--- src/rtl/icache_refill_ctrl_pkg.sv ---
// Shared definitions for the instruction-cache refill path: bus widths common to
// the L1, the fetch stage and the refill controller, plus the refill FSM states.
package icache_refill_ctrl_pkg;

    localparam int ADDR_W = 16;
    localparam int DATA_W = 16;

    typedef enum logic [2:0] {
        IDLE,
        REQ,
        WAIT,
        WRITE,
        DONE
    } state_t;

    // Number of address bits that select a word inside one refill line.
    function automatic int line_off_w(input int words_per_line);
        return $clog2(words_per_line);
    endfunction

endpackage

--- src/rtl/icache_refill_ctrl.sv ---
// L1 instruction-cache miss refill: fetches the aligned line one word at a time
// from next-level memory, writes each word into the L1, then pulses refill_done.
module icache_refill_ctrl
    import icache_refill_ctrl_pkg::*;
#(
    parameter int ADDR_W         = icache_refill_ctrl_pkg::ADDR_W,
    parameter int DATA_W         = icache_refill_ctrl_pkg::DATA_W,
    parameter int WORDS_PER_LINE = 4
) (
    input  logic              clk,
    input  logic              rst_n,
    input  logic              miss_valid,
    input  logic [ADDR_W-1:0] miss_addr,
    output logic              miss_ready,
    output logic              mem_req_valid,
    output logic [ADDR_W-1:0] mem_req_addr,
    input  logic              mem_req_ready,
    input  logic              mem_rsp_valid,
    input  logic [DATA_W-1:0] mem_rsp_data,
    output logic              l1_wr_mode,
    output logic [ADDR_W-1:0] l1_wr_addr,
    output logic [DATA_W-1:0] l1_wr_data,
    output logic              refill_done,
    output logic [ADDR_W-1:0] refill_addr,
    output logic              busy
);

    localparam int               OFF_W    = line_off_w(WORDS_PER_LINE);
    localparam int               LINE_W   = ADDR_W - OFF_W;
    localparam logic [OFF_W-1:0] CNT_LAST = OFF_W'(WORDS_PER_LINE - 1);

    state_t              state;
    state_t              state_nxt;
    logic [OFF_W-1:0]    cnt;
    logic [LINE_W-1:0]   line_q;
    logic [ADDR_W-1:0]   miss_addr_q;
    logic [DATA_W-1:0]   word_q;
    logic [ADDR_W-1:0]   word_addr;

    // Concatenation rather than an adder: the word index can never carry into the line bits.
    assign word_addr = {line_q, cnt};

    // NOTE: sequential state uses non-blocking assignments so every register samples pre-edge values.
    always_ff @(posedge clk or negedge rst_n) begin
        if (!rst_n) begin
            state <= IDLE;
        end else begin
            state <= state_nxt;
        end
    end

    // NOTE: the default assignment first keeps this block free of inferred latches.
    always_comb begin
        state_nxt = state;
        unique case (state)
            IDLE:    if (miss_valid)    state_nxt = REQ;
            REQ:     if (mem_req_ready) state_nxt = WAIT;
            WAIT:    if (mem_rsp_valid) state_nxt = WRITE;
            WRITE:   state_nxt = (cnt == CNT_LAST) ? DONE : REQ;
            DONE:    state_nxt = IDLE;
            default: state_nxt = IDLE;
        endcase
    end

    // NOTE: these are a handful of flops, not a memory, so all of them take a reset value.
    always_ff @(posedge clk or negedge rst_n) begin
        if (!rst_n) begin
            cnt         <= '0;
            line_q      <= '0;
            miss_addr_q <= '0;
            word_q      <= '0;
        end else begin
            unique case (state)
                IDLE: begin
                    if (miss_valid) begin
                        miss_addr_q <= miss_addr;
                        line_q      <= miss_addr[ADDR_W-1:OFF_W];
                        cnt         <= '0;
                    end
                end
                WAIT: begin
                    if (mem_rsp_valid) begin
                        word_q <= mem_rsp_data;
                    end
                end
                WRITE: begin
                    if (cnt != CNT_LAST) begin
                        cnt <= cnt + 1'b1;
                    end
                end
                default: ;
            endcase
        end
    end

    // Outputs depend on state and registers only; address/data read as zero outside their strobe.
    assign miss_ready    = (state == IDLE);
    assign busy          = (state != IDLE);
    assign mem_req_valid = (state == REQ);
    assign mem_req_addr  = mem_req_valid ? word_addr : '0;
    assign l1_wr_mode    = (state == WRITE);
    assign l1_wr_addr    = l1_wr_mode ? word_addr : '0;
    assign l1_wr_data    = l1_wr_mode ? word_q : '0;
    assign refill_done   = (state == DONE);
    assign refill_addr   = refill_done ? miss_addr_q : '0;

endmodule

--- config.mk ---
export PLATFORM = sky130hd
export DESIGN_NAME = icache_refill_ctrl
export DESIGN_NICKNAME = d
export VERILOG_FILES = /design/src/rtl/icache_refill_ctrl_pkg.sv /design/src/rtl/icache_refill_ctrl.sv
export SDC_FILE = /design/constraint.sdc
export NUM_CORES = 1
export LEC_CHECK = 0
export CORE_MARGIN = 8
export CORE_UTILIZATION = 35
export DETAILED_ROUTE_END_ITERATION = 7
export PLACE_DENSITY = 0.76
export SYNTH_ARGS = -nofsm -noshare
export SYNTH_HDL_FRONTEND = slang
export SYNTH_SLANG_ARGS = --single-unit
export TNS_END_PERCENT = 1
--- constraint.sdc ---
create_clock -name clk -period 1.69 [get_ports clk]
set_input_delay 0.4225 -clock clk [delete_from_list [all_inputs] [get_ports clk]]
set_output_delay 0.4225 -clock clk [all_outputs]
set_load 0.03 [all_outputs]
==> results.sh <==
export IMPL_worst_slew_pin_slew_ps=443.6
export IMPL_critPathLaunchType="flip-flop"
export IMPL_start_util_pct=35.66
export IMPL_grt_start_max_net_pins=25
export IMPL_postRouteAntennaNets=0
export IMPL_antenna_found_initial=0
export IMPL_nFillCells=444
export IMPL_path_buf_inv=3
export IMPL_maxSlewViolCount=0
export IMPL_slowest_delay_ps=410
export IMPL_hpwl_um=4293
export IMPL_synth_cell_types=21
export IMPL_vdd_drop_max_v=0.001119
export IMPL_path_clk_slew_ps=70
export IMPL_crit_family="simple AND/OR/NAND/NOR gates"
export IMPL_die_h_um=90.44
export IMPL_vias=1672
export IMPL_dp_cells=349
export IMPL_clockPowerShare_pct=12.4
export IMPL_preCtsSetupSlack_ps=-131.4
export IMPL_hold_slack_ps=75.30
export IMPL_p_sw_share_pct=39.90
export IMPL_ys_top_cells_by_count="and2_1, dfrtp_1, mux2_2"
export IMPL_combPwrFrac_pct=61.6
export IMPL_slowest_stage="dfrtp_1"
export IMPL_netlist_instances=167
export IMPL_wl_um=5888
export IMPL_track_usage_pct=13.76
export IMPL_hold_violations=0
export IMPL_ys_ff_latch=37
export IMPL_cp_end_kind="output port"
export IMPL_crit_arrival_ps=1580
export IMPL_synth_area_um2=1939
export IMPL_synth_most_common_cell="and2_1"
export IMPL_p_int_mw=3.804
export IMPL_crit_path_max_fanout=6
export IMPL_pwr_share_seq_pct=26.0
export IMPL_setup_viol=69
export IMPL_num_io_pins=106
export IMPL_antennaDiodeCount=0
export IMPL_synth_flop_cell="dfrtp_1"
export IMPL_outcome="finished, violations left"
export IMPL_avgSynthCellArea_um2=11.61
export IMPL_rsz0062_at_grt="true"
export IMPL_layout_nets=326
export IMPL_yosys_area_top_type_share_pct=47.74
export IMPL_maxCapViolCount=0
export IMPL_async_reset_ff_share_pct=100.0
export IMPL_core_um2=5439
export IMPL_die_area_um2=8179
export IMPL_clock_latency_ps=280
export IMPL_die_x_um=90.44
export IMPL_clock_fmax_ghz=0.5002
export IMPL_netSwitchingPower_mw=2.525
export IMPL_hold_class="in2async"
export IMPL_yosysSeqAreaShare_pct=47.74
export IMPL_p_total_mw=6.329
export IMPL_critPathRequiredTime_ps=1270
export IMPL_max_slew_margin_pct=70.43
export IMPL_violations="negative setup slack"
export IMPL_drt_pass1_iter_count=3
export IMPL_rows=27
export IMPL_drt_vias_per_instance=4.632
export IMPL_place_congestion=0.7226
export IMPL_fin_crit_sh_pct=118.3
export IMPL_grt_pass1_wl_um=9163
export IMPL_synth_top_cells_by_area="dfrtp_1, and2_1, mux2_2"
export IMPL_synth_warning_count=0
export IMPL_worst_slack_ps=-309.1
export IMPL_clockBufferDepth=2
export IMPL_path_cells="buf_6, nor3b_4, buf_6, and2_4, buf_6"
export IMPL_crit_top_cell="buf_6"
export IMPL_cts_tree="done"
export IMPL_skew_ps=4.351
export IMPL_syn_nets=205
export IMPL_first_iter_violations=32
export IMPL_grt_pass1_vias=1778
export IMPL_cts_max_level=2
export IMPL_drive_above_1_share_pct=60.21
export IMPL_fin_crit_ps=1999
export IMPL_layoutNonFillerInstCount=361
export IMPL_cts_root_buf="clkbuf_8"
export IMPL_synth_edf_count=0
export IMPL_tns_ps=-16020
export IMPL_synth_largest_area_cell="dfrtp_1"
export IMPL_cts_buffers=5
export IMPL_crit_type="reg2out"
export IMPL_grt_overflow=0
export IMPL_wl_per_cell_um=16.31
export IMPL_numPortBuffers=105
export IMPL_power_leakage_nw=1.620
export IMPL_cts_sinks=37
export IMPL_areaGrowthSynthToFinish_pct=82.45
export IMPL_p_per_area_nw_per_um2=1789
export IMPL_drc=0
==> logic make-up (layout without fill, tap and decap cells) <==
| kind of cell | after synthesis | after routing | share of synthesized area (%) |
|---|---|---|---|
| AND/OR/NAND/NOR | 80 | 80 | 26.65 |
| flip-flops | 37 | 37 | 47.74 |
| multiplexers | 35 | 35 | 20.39 |
| buffers and inverters | 12 | 134 | 3.871 |
| AO/OA/AOI/OAI | 2 | 2 | 0.7095 |
| adder cells (fa/ha/maj) | 1 | 1 | 0.6451 |
==> registers in the layout, indices dropped and copies added, names as in the netlist <==
signal / flops
line_q: 14
state: 3
cnt: 2
word_q: 16
miss_addr_q: 2
==> what timing repair did <==
action / in CTS / in global routing
hold buffers: 0 / 0
resized for setup: 58 / 53
pin swaps: 4 / 3
cloned: 1 / 1
setup buffers: 2 / 0
setup endpoints to repair: 69 / 69
==> layer usage <==
layer / routed length, µm / part of all wire [%] / up-vias / global-route usage [%]
li1: - / - / 790 / -
met2: 2783 / 47 / 81 / 21.60
met3: 794 / 13 / 5 / 9.476
met4: 44 / 0.75 / 0 / 3.329
met5: 0 / 0 / - / 0
met1: 2266 / 38 / 796 / 14.77
==> final timing paths <==
check,slack [ps],depth (start not counted),endpoint,startpoint
setup / recovery,-310,5,refill_addr[5],state[1]
min in group clk,500,1,word_q[7],word_q[7]
setup reg to reg,60,5,line_q[5],state[1]
hold reg to reg,500,1,word_q[7],word_q[7]
max in group asynchronous,1160,2,word_q[4],rst_n
hold / removal,80,1,state[0],rst_n
==> through the flow <==
step                      area (µm²)  utilization (%)
after global routing            3538            65.06
after global placement          3028            55.67
after CTS                       3372            62.00
final                           3538            65.06
after floorplan                 1952                -
after detailed placement        3028            55.67
==> power groups by stage <==
stage | sequential [mW] | combinational [mW] | clock [mW]
final | 1.65 | 3.90 | 0.787
after global routing | 1.72 | 4.12 | 0.854
after CTS | 1.61 | 3.79 | 0.820
after detailed placement | 1.62 | 3.29 | 0
after global placement | 1.60 | 3.23 | 0
after floorplan | 1.52 | 2.12 | 0
==> cell usage in the layout (no fill, tap or decap), drive strengths merged, types with 2 or more instances in the layout <==
| master | instances |
|---|---|
| clkbuf | 7 |
| clkdlybuf4s50 | 35 |
| inv | 2 |
| and2 | 65 |
| nor2 | 4 |
| nor3 | 3 |
| mux2 | 33 |
| nand2 | 3 |
| buf | 89 |
| mux2i | 2 |
| dfrtp | 37 |
==> final cells by class <==
type,instances,area [µm²],area share [%]
well taps,72,90.09,2.546
flip-flops and latches,37,928.4,26.24
clock buffers,7,86.33,2.440
repair buffers,124,1326,37.48
inverters,2,7.507,0.2122
clock inverters,1,30.03,0.8487
multi-input cells,118,1070,30.23
Note: power is estimated with default switching activity, not from simulation.
